===== config.mk =====
export PLATFORM = sky130hd
export DESIGN_NAME = ifu_fetch
export DESIGN_NICKNAME = d
export VERILOG_FILES = /design/src/rtl/ifu_fetch.sv
export SDC_FILE = /design/constraint.sdc
export NUM_CORES = 1
export LEC_CHECK = 0
export BUFFER_PORTS_ARGS = -buffer_cell sky130_fd_sc_hd__buf_4
export CORE_UTILIZATION = 42
export CTS_BUF_LIST = sky130_fd_sc_hd__clkbuf_16
export CTS_CLUSTER_SIZE = 28
export DETAILED_ROUTE_END_ITERATION = 16
export PLACE_DENSITY_LB_ADDON = 0.05
export SYNTH_ARGS = -nofsm -noshare
export SYNTH_HDL_FRONTEND = slang
export SYNTH_SLANG_ARGS = --single-unit
export TNS_END_PERCENT = 10

===== constraint.sdc =====
create_clock -name clk -period 1.8 [get_ports clk]
set_input_delay 0.09 -clock clk [delete_from_list [all_inputs] [get_ports clk]]
set_output_delay 0.09 -clock clk [all_outputs]
set_load 0.01 [all_outputs]

===== src/rtl/ifu_fetch.sv =====
`default_nettype none
// ============================================================================
// Module      : ifu_fetch
// Description : Single-outstanding instruction fetch unit. It issues one
//               memory read per pc and hands the word to decode.
// Revision    : 1.0 - initial release
// ============================================================================
module ifu_fetch #(
    parameter int ADDR_W = 32,
    parameter int DATA_W = 32,
    parameter int CNT_W  = 32
) (
    input  logic              clk,
    input  logic              rst,
    input  logic [ADDR_W-1:0] pc,
    output logic              pc_wen,
    input  logic              redirect,
    output logic              imem_req_valid,
    input  logic              imem_req_ready,
    output logic [ADDR_W-1:0] imem_req_addr,
    input  logic              imem_resp_valid,
    input  logic [DATA_W-1:0] imem_resp_data,
    input  logic              imem_resp_err,
    output logic              inst_valid,
    input  logic              inst_ready,
    output logic [DATA_W-1:0] inst,
    output logic [ADDR_W-1:0] inst_pc,
    output logic              inst_fault,
    output logic [CNT_W-1:0]  fetch_cnt
);

    typedef enum logic [1:0] {
        S_REQ   = 2'd0,
        S_WAIT  = 2'd1,
        S_DRAIN = 2'd2,
        S_OUT   = 2'd3
    } state_t;

    state_t            r_state;
    state_t            w_state_nxt;
    logic [DATA_W-1:0] r_inst;
    logic [ADDR_W-1:0] r_inst_pc;
    logic              r_inst_fault;
    logic [CNT_W-1:0]  r_fetch_cnt;
    logic              w_req_fire;
    logic              w_capture;
    logic              w_handoff;

    always_ff @(posedge clk) begin
        if (rst) begin
            r_state <= S_REQ;
        end else begin
            r_state <= w_state_nxt;
        end
    end

    // Valids are gated by rst because the state register only clears at the edge.
    always_comb begin
        w_state_nxt    = r_state;
        w_req_fire     = 1'b0;
        w_capture      = 1'b0;
        w_handoff      = 1'b0;
        imem_req_valid = 1'b0;
        inst_valid     = 1'b0;
        if (!rst) begin
            case (r_state)
                S_REQ: begin
                    imem_req_valid = !redirect;
                    w_req_fire     = !redirect && imem_req_ready;
                    if (w_req_fire) begin
                        w_state_nxt = S_WAIT;
                    end
                end
                S_WAIT: begin
                    if (imem_resp_valid) begin
                        w_capture   = !redirect;
                        w_state_nxt = redirect ? S_REQ : S_OUT;
                    end else if (redirect) begin
                        w_state_nxt = S_DRAIN;
                    end
                end
                S_DRAIN: begin
                    // Only one response can be in flight, so its arrival ends the drain.
                    if (imem_resp_valid) begin
                        w_state_nxt = S_REQ;
                    end
                end
                S_OUT: begin
                    inst_valid = 1'b1;
                    w_handoff  = inst_ready && !redirect;
                    if (w_handoff || redirect) begin
                        w_state_nxt = S_REQ;
                    end
                end
                default: begin
                    w_state_nxt = S_REQ;
                end
            endcase
        end
    end

    always_ff @(posedge clk) begin
        if (rst) begin
            r_inst       <= '0;
            r_inst_pc    <= '0;
            r_inst_fault <= 1'b0;
            r_fetch_cnt  <= '0;
        end else begin
            if (w_req_fire) begin
                r_inst_pc <= pc;
            end
            if (w_capture) begin
                r_inst       <= imem_resp_data;
                r_inst_fault <= imem_resp_err;
            end
            if (w_handoff) begin
                r_fetch_cnt <= r_fetch_cnt + 1'b1;
            end
        end
    end

    assign imem_req_addr = pc;
    assign pc_wen        = w_handoff;
    assign inst          = r_inst;
    assign inst_pc       = r_inst_pc;
    assign inst_fault    = r_inst_fault;
    assign fetch_cnt     = r_fetch_cnt;

    // A response is only legal while one is awaited.
    a_resp_when_awaited: assert property (@(posedge clk) disable iff (rst)
        !(imem_resp_valid && ((r_state == S_REQ) || (r_state == S_OUT))));

endmodule
`default_nettype wire

==> results.md, run 1 <==
- The number of buffers inserted during clock tree synthesis is 9.
- The worst setup path is launched from a flip-flop.
- The routed wire length per instance is 13.2 um.
- The first global-routing pass estimated 17400 um of wire.
- In this run the clock root is driven by a sky130_fd_sc_hd__clkbuf_16.
- The flow ran to the end, and the final reports show no timing, DRC or antenna violations.
- In the final design database the tool counted 801 nets.
- The critical path in this run is classified as flip-flop to flip-flop.
- The endpoint of the most critical register-to-register path is fetch_cnt[22].
- The shortest period the worst path allows is 1700 ps.
- After layout, the design draws a total of 4.56 mW.
- The first detailed-routing pass ran for 4 iterations.
- The count of placed standard cells in the final layout, fillers left out is 866.
- Among all flip-flop cells after synthesis, the most frequent one is sky130_fd_sc_hd__dfxtp_1.
- The mean cell area of the mapped netlist is 8.02 um^2.
- At the end of routability-driven placement, the weighted congestion stood at 0.768.
- The worst clock skew is 4.74 ps.
- Clock tree synthesis found a total of 99 sinks.
- The number of antenna violations at the first check in global routing came to 0.
- The global-route usage over all layers is 21.0%.
- TritonCTS built the clock tree.
- The mapped netlist covers 4240 um^2.
- The HPWL after detailed placement is 7660 um.
- The die is 103 um tall.
- Of the synthesized area, sequential elements account for 46.7%.
- Entering global routing, the biggest net connects 107 pins.
- The die is 103 um wide.
- At the pin with the least slew margin, the transition time is 1100 ps.
- Data on the critical path is required at its endpoint by 2060 ps.
- The via count normalized by instance count is 4.95.
- Derived from the worst setup path, the maximum achievable clock frequency is 589 MHz.
- The highest cell delay on the worst timing path is 510 ps.
- The clock network latency to the later pin of the worst-skew pair is 330 ps.
- In this run the standard cell core region covers 9770 um^2.
- Traced cell by cell, the critical path runs through and4_2 -> nand4_1 -> buf_4 -> or4_1 -> a21oi_1.
- The H-tree was split into 3 levels.
- The number of slew-limit violations in the final report is 0.
- The number of placed cells counting well taps is 817.
- In the routed design, unresolved DRC markers number 0.
- The number of top-level pins is 203.
- The residual overflow from global routing is 0.
- The number of failing setup endpoints in the final timing report is 0.
- Setup repair after global routing left no endpoint under its margin.
- The worst reg-to-reg path cell count is 5.
- After clock tree synthesis, the clock-pin slew on the worst setup and hold paths is 60 ps.
- The initial standard-cell utilization of the core is 43.4%.
- The area enclosed by the die boundary is 10500 um^2.
- The maximum root-to-sink buffer count is 2.
- The synthesized design contains 99 register bits.
- For this run, the number of Yosys warnings is 0.
- The flop-to-flop setup slack is 100 ps.
- The worst-case vdd ir drop is 613 uV.
- The number of global-route vias before repair is 3812.
- For hold timing, the worst endpoint is inst[26].
- The synthesized design contains 0 enable-type register cells.
- Data arrives at the worst endpoint at 1960 ps.
- The final number of hold-violating endpoints is 0.
- The worst min-delay path startpoint is imem_resp_data[26].
- The startpoint of the worst register-to-register path is fetch_cnt[17].
- The path class of the tightest hold or removal check is input port to flip-flop.
- The number of antenna diodes in the final layout is 0.
- The largest fanout on the critical path is 8.
- The max-cap violation count is 0.
- The area overhead of the layout relative to synthesis is 49.5%.
- The async set-reset flop share out of synthesis is 0%.
- The detail route stage leaves a number of antenna-violating nets equal to 0.
- The category of the worst setup path capture point is a flip-flop.
- The cell area power density is 719 nW/um^2.
- For this design, the slowest cell found on the critical path is sky130_fd_sc_hd__or4_1.
- The proportion of layout cells with a drive suffix above 1 is 34.7%.
- The worst slew margin relative to its limit is 26.5%.
- The number of input and output port buffers inserted is 202.
- The final routed wirelength across all metal layers is 11400 um.
- The worst hold path cell count is 3.
- The via count is 4284.
- The iteration-0 DRC count of the detailed router is 134.
- After synthesis, the netlist uses 34 different library cells.
- The final clock period utilization by the worst path is 94.3%.
- The total number of placement rows is 36.
- After technology mapping, the gate count stands at 529.
- The static leakage is 2.67 nW.
- On the final layout, the worst hold slack is 7.31 ps.
- The post-synthesis net count is 601.
flip-flops by register name (all words and copies together) (netlist names):
register    count
r_state         2
inst           32
inst_fault      1
fetch_cnt      32
inst_pc        32
synth_stat cells, types with 5 or more instances:
cell type                    n  area [um^2]
sky130_fd_sc_hd__o21ai_0     8         40.0
sky130_fd_sc_hd__a21oi_1    87          435
sky130_fd_sc_hd__nor2_1     16         60.1
sky130_fd_sc_hd__clkbuf_1   25         93.8
sky130_fd_sc_hd__or3_1       7         43.8
sky130_fd_sc_hd__dfxtp_1    99         1980
sky130_fd_sc_hd__nor2b_1     5         31.3
sky130_fd_sc_hd__nand4_1    10         62.6
sky130_fd_sc_hd__mux2_2      6         67.6
sky130_fd_sc_hd__and3_1      5         31.3
sky130_fd_sc_hd__nor3_1      6         30.0
sky130_fd_sc_hd__nand3_1    17         85.1
sky130_fd_sc_hd__o31ai_1    12         90.1
sky130_fd_sc_hd__buf_2       5         25.0
sky130_fd_sc_hd__nand2_1   141          529
sky130_fd_sc_hd__or4_1      12         90.1
sky130_fd_sc_hd__xor2_1      6         52.6
sky130_fd_sc_hd__buf_4      32          240
sky130_fd_sc_hd__and4_1      5         43.8
through the flow:
stage	setup TNS (ps)	setup WS, ps	cell area (um^2)	util, %
after floorplan	0	29.6	4240	-
after global placement	-73.0	-42.7	5710	58.4
after detailed placement	-213	-71.1	5710	58.4
after CTS	0	5.03	6310	64.5
after global routing	0	17.0	6340	64.9
final	0	102	6340	64.9
critical path, delay by kind of cell (launching register included):
family,cells,cell delay [ps]
AOI/OAI and AO/OA,1,150
buffers and inverters,1,170
DFF,1,390
and+or+nand+nor,3,920
logic make-up (layout without fill, tap and decap cells):
logic type / count (synthesis) / in the layout / share of synthesized area, %
xor+xnor: 6 / 6 / 1.24
mux: 6 / 6 / 1.59
simple gates: 238 / 239 / 26.7
fa+ha+maj: 1 / 1 / 0.295
compound gates: 109 / 109 / 13.7
buf+inv: 70 / 273 / 9.70
flops: 99 / 99 / 46.7
repair_timing:
item	in CTS	in global routing
gates cloned	0	1
hold buffers	31	0
pin swaps	1	2
buffers inserted	1	1
setup endpoints to repair	10	33
hold endpoints to repair	31	0
resized for setup	1	8
cell usage in the layout (no fill, tap or decap), drive strengths merged, types with 7 or more instances in the layout:
cell	instances
a21oi	87
buf	223
clkbuf	9
dfxtp	99
dlygate4sd3	31
inv	7
nand2	141
nand3	17
nand4	13
nor2	16
o21ai	8
o31ai	12
or3	7
or4	12
worst max-delay path by stage:
stage	startpoint	endpoint	slack, ps
floorplan	fetch_cnt[3]	fetch_cnt[29]	30
global placement	fetch_cnt[6]	fetch_cnt[29]	-40
detailed placement	fetch_cnt[6]	fetch_cnt[29]	-70
CTS	fetch_cnt[17]	fetch_cnt[22]	5
global route	fetch_cnt[0]	fetch_cnt[10]	20
finish	fetch_cnt[17]	fetch_cnt[22]	100
where the power goes:
| part | leakage [nW] | total (mW) | internal [mW] | switching (mW) |
|---|---|---|---|---|
| Combinational | 1.72 | 0.485 | 0.272 | 0.213 |
| Clock | 0.149 | 1.83 | 1.05 | 0.777 |
| Sequential | 0.801 | 2.24 | 2.23 | 0.0178 |
layout make-up:
class / count / area [um^2]
timing repair buffer: 254 / 2010
tap: 133 / 166
inverter: 4 / 15.0
fill: 842 / 3430
clock inverter: 6 / 51.3
sequential: 99 / 1980
clock buffer: 9 / 225
multi-input combinational: 361 / 1890
per-layer routing:
layer	routed length [um]	vias to the layer above	track usage, %
li1	-	2179	-
met1	4810	1941	24.6
met2	5570	149	35.8
met3	844	15	5.69
met4	217	0	9.45
met5	0	-	0
No activity file was read; power rests on OpenSTA's default activity.
==> run 2, diff against run 1 <==
--- a/config.mk
+++ b/config.mk
@@ -10,7 +10,7 @@
 export CTS_BUF_LIST = sky130_fd_sc_hd__clkbuf_16
 export CTS_CLUSTER_SIZE = 28
 export DETAILED_ROUTE_END_ITERATION = 16
-export PLACE_DENSITY_LB_ADDON = 0.05
+export PLACE_DENSITY = 0.79
 export SYNTH_ARGS = -nofsm -noshare
 export SYNTH_HDL_FRONTEND = slang
 export SYNTH_SLANG_ARGS = --single-unit
==> run 2 against run 1 <==
Effect of this change: sequential share of layout area is 0.60 points lower; core utilization is 1.4 points higher; via count is 3.4% higher; critical path depth is 1 lower; maximum frequency is 3.0% lower; cell count is 2.0% higher; register-to-register slack worse by 50 ps; critical endpoint is now fetch_cnt[27]; largest cell class unchanged.
==> results.md, run 2 (synthesis gave the netlist of run 1 again) <==
- The number of buffers inserted during clock tree synthesis is 9 (unchanged).
- The number of global-route vias before repair is 3983 (+4.5%).
- The commonest non-fill, non-tap cell in the layout is sky130_fd_sc_hd__buf_4.
- Traced cell by cell, the critical path runs through and4_4 -> nand4_1 -> or4_1 -> a21oi_1.
- The final routed wirelength across all metal layers is 12200 um (+6.8%).
- The worst-case vdd ir drop is 433 uV (-29%).
- The residual overflow from global routing is 0 (unchanged).
- The transition time of the tightest slew-check pin was 1080 ps (-21.3 ps).
- The static leakage came to 2.73 nW (+2.2%).
- The switching fraction of total power is 22.5% (+0.41 points).
- The largest net degree at the start of global routing is 107 (unchanged).
- The worst reg-to-reg path cell count is 4 (-1).
- The highest achievable clock rate is 571 MHz (-3.0%).
- The post-route setup TNS was 0 ps (unchanged).
- The number of H-tree levels was 3 (unchanged).
- The number of nets in the finished design came to 817 (+2.0%).
- The via count normalized by instance count is 5.02 (+1.4%).
- The wire length of the first global-routing pass is 18100 um (+4.0%).
- The startpoint identified for the worst hold timing path is imem_resp_data[5].
- The critical path in this run is classified as flip-flop to flip-flop.
- The worst slew margin relative to its limit is 27.9% (+1.4 points).
- Relative to the synthesized area, the layout overhead comes to 52.6%.
- The internal power consumption is 3.57 mW (+0.60%).
- The count of unresolved DRC violations after routing is 0 (unchanged).
- The largest fanout on the critical path was 8 (unchanged).
- The proportion of power drawn by combinational gates is 10.9% (+0.2 points).
- The maximum root-to-sink buffer count is 2 (unchanged).
- The flop-to-flop setup slack is 50 ps (-50 ps).
- The cell area power density came to 712 nW/um^2 (-0.95%).
- The worst hold path cell count came to 3 (unchanged).
- The proportion of power drawn by the clock network is 40.4% (+0.3 points).
- The number of antenna-violating nets in the routed design came to 0 (unchanged).
- The worst clock skew is 7.08 ps (+2.34 ps).
- The final number of hold-violating endpoints is 0 (unchanged).
- The sequential share of power is 48.7% (-0.6 points).
- The via count came to 4429 (+3.4%).
- The clock tree root driver cell is sky130_fd_sc_hd__clkbuf_16.
- Setup repair after global routing could not meet its margin everywhere.
- The number of failing setup endpoints in the final timing report is 0 (unchanged).
- In this run the worst setup path begins at fetch_cnt[5].
- The max-cap violation count is 0 (unchanged).
- The worst register-to-register path begins at fetch_cnt[5].
- The clock network latency to the later pin of the worst-skew pair is 340 ps (about the same).
- The smallest setup slack after layout is 50.2 ps (-51.9 ps).
- The number of detailed-routing iterations run before antenna repair came to 4 (unchanged).
- The switching component of the power is 1.04 mW (+3.0%).
- The clock edge transition at the registers on the reported setup and hold paths came to 70 ps (about the same).
- The worst setup slack before clock tree synthesis came to -11.1 ps (+60.0 ps).
- The number of antenna violations at the first check in global routing is 0 (unchanged).
- The sum of net half-perimeters after detailed placement is 8070 um (+5.4%).
- TritonCTS built the clock tree.
- The routed wire length per instance came to 13.8 um (+4.7%).
- The highest cell delay on the worst timing path was 590 ps (+80 ps).
- The count of placed standard cells in the final layout, fillers left out is 883 (+2.0%).
- The area enclosed by the die boundary is 10500 um^2 (unchanged).
- The initial standard-cell utilization of the core was 43.4% (unchanged).
- The iteration-0 DRC count of the detailed router was 179 (+34%).
- The total number of placement rows is 36 (unchanged).
- The flow ran to the end, and the final reports show no timing, DRC or antenna violations.
- The number of placed cells counting well taps is 823 (+0.73%).
- The critical path's top delay family is simple AND/OR/NAND/NOR gates.
- The number of top-level pins is 203 (unchanged).
- The number of input and output port buffers inserted came to 202 (unchanged).
- The master of the slowest instance on the critical path is sky130_fd_sc_hd__or4_1.
- The antenna diode count is 0 (unchanged).
- The endpoint of the worst hold-timing path is inst[5].
- The category of the worst setup path capture point is a flip-flop.
- The height of the die is 103 um (unchanged).
- The endpoint identified for the worst register-to-register timing path is fetch_cnt[27].
- The count of filler cells inserted in the layout is 805 (-4.4%).
- The number of slew-limit violations in the final report is 0 (unchanged).
- The routability congestion estimate was 0.747 (-2.7%).
- The area of the core is 9770 um^2 (unchanged).
- The clock sink count is 99 (unchanged).
- The shortest period the worst path allows is 1750 ps (+51.9 ps).
- The die extent in x came to 103 um (unchanged).
- The kind of start point of the critical path is a flip-flop.
- The worst hold path belongs to the class input port to flip-flop.
- The proportion of layout cells with a drive suffix above 1 came to 34.9% (+0.28 points).
- The library cells used most frequently in the layout, excluding fill and tap cells, are sky130_fd_sc_hd__buf_4, sky130_fd_sc_hd__nand2_1, sky130_fd_sc_hd__dfxtp_1.
- The global-route usage over all layers is 22.0% (+0.97 points).
- The final clock period utilization by the worst path came to 97.2% (+2.9 points).
- The data required time at the worst endpoint was 2050 ps (about the same).
- The number of buffer and inverter stages on the critical path is 0 (-1).
- The critical path data arrival time is 2000 ps (+40 ps).
[run 2: cell count changes in the layout (fill, tap and decap cells not counted), sizes merged]
cell         previous run  this run
nand4                  13        12
inv                     7         4
dlygate4sd3            31        41
clkinv                  2         6
buf                   223       230
[run 2: what timing repair did]
action / CTS / global route
setup buffers: 1 / 2
setup endpoints to repair: 4 / 11
resized for setup: 1 / 7
endpoints found under the hold margin: 41 / 0
pin swaps: 2 / 1
hold buffers: 41 / 0
[run 2: worst max-delay path by stage]
stage / endpoint / slack (ps) / cells past startpoint
5_1_grt: fetch_cnt[27] / -30 / 4
3_5_place_dp: fetch_cnt[29] / -10 / 4
4_1_cts: fetch_cnt[27] / 9 / 4
2_1_floorplan: fetch_cnt[29] / 30 / 5
3_3_place_gp: fetch_cnt[29] / 30 / 4
6_report: fetch_cnt[27] / 50 / 4
[run 2: cell type report]
class	count	area [um^2]	area share (%)
repair buffers	271	2150	33.2
flip-flops and latches	99	1990	30.7
multi-input cells	360	1870	28.9
clock buffers	9	225	3.48
well taps	133	166	2.57
clock inverters	7	58.8	0.908
inverters	4	15.0	0.232
[run 2: worst reg2reg max path, cell delays in order (launching register included)]
cell and delay, ps:
sky130_fd_sc_hd__dfxtp_1 340, sky130_fd_sc_hd__and4_4 280, sky130_fd_sc_hd__nand4_1 270, sky130_fd_sc_hd__or4_1 590
sky130_fd_sc_hd__a21oi_1 180
[run 2: power groups by stage]
stage | sequential, mW | clock (mW) | combinational (mW)
6_report | 2.25 | 1.86 | 0.502
5_1_grt | 2.25 | 1.99 | 0.546
4_1_cts | 2.24 | 1.90 | 0.500
3_5_place_dp | 2.29 | 0 | 0.428
3_3_place_gp | 2.29 | 0 | 0.420
2_1_floorplan | 2.31 | 0 | 0.189
[run 2: per-layer routing]
layer	routed length, um	track usage (%)
met4	313	12.3
met5	0	0
met3	864	5.76
met2	6200	37.7
met1	4840	24.7
[run 2: through the flow]
| step | power, mW | instance area [um^2] | util [%] | hold slack, ps |
|---|---|---|---|---|
| after global placement | 2.71 | 5740 | 58.8 | 331 |
| final | 4.61 | 6470 | 66.2 | 9.03 |
| after global routing | 4.78 | 6470 | 66.2 | 3.13 |
| after CTS | 4.65 | 6450 | 66.0 | 0.214 |
| after floorplan | 2.50 | 4240 | - | 169 |
| after detailed placement | 2.72 | 5740 | 58.8 | 344 |
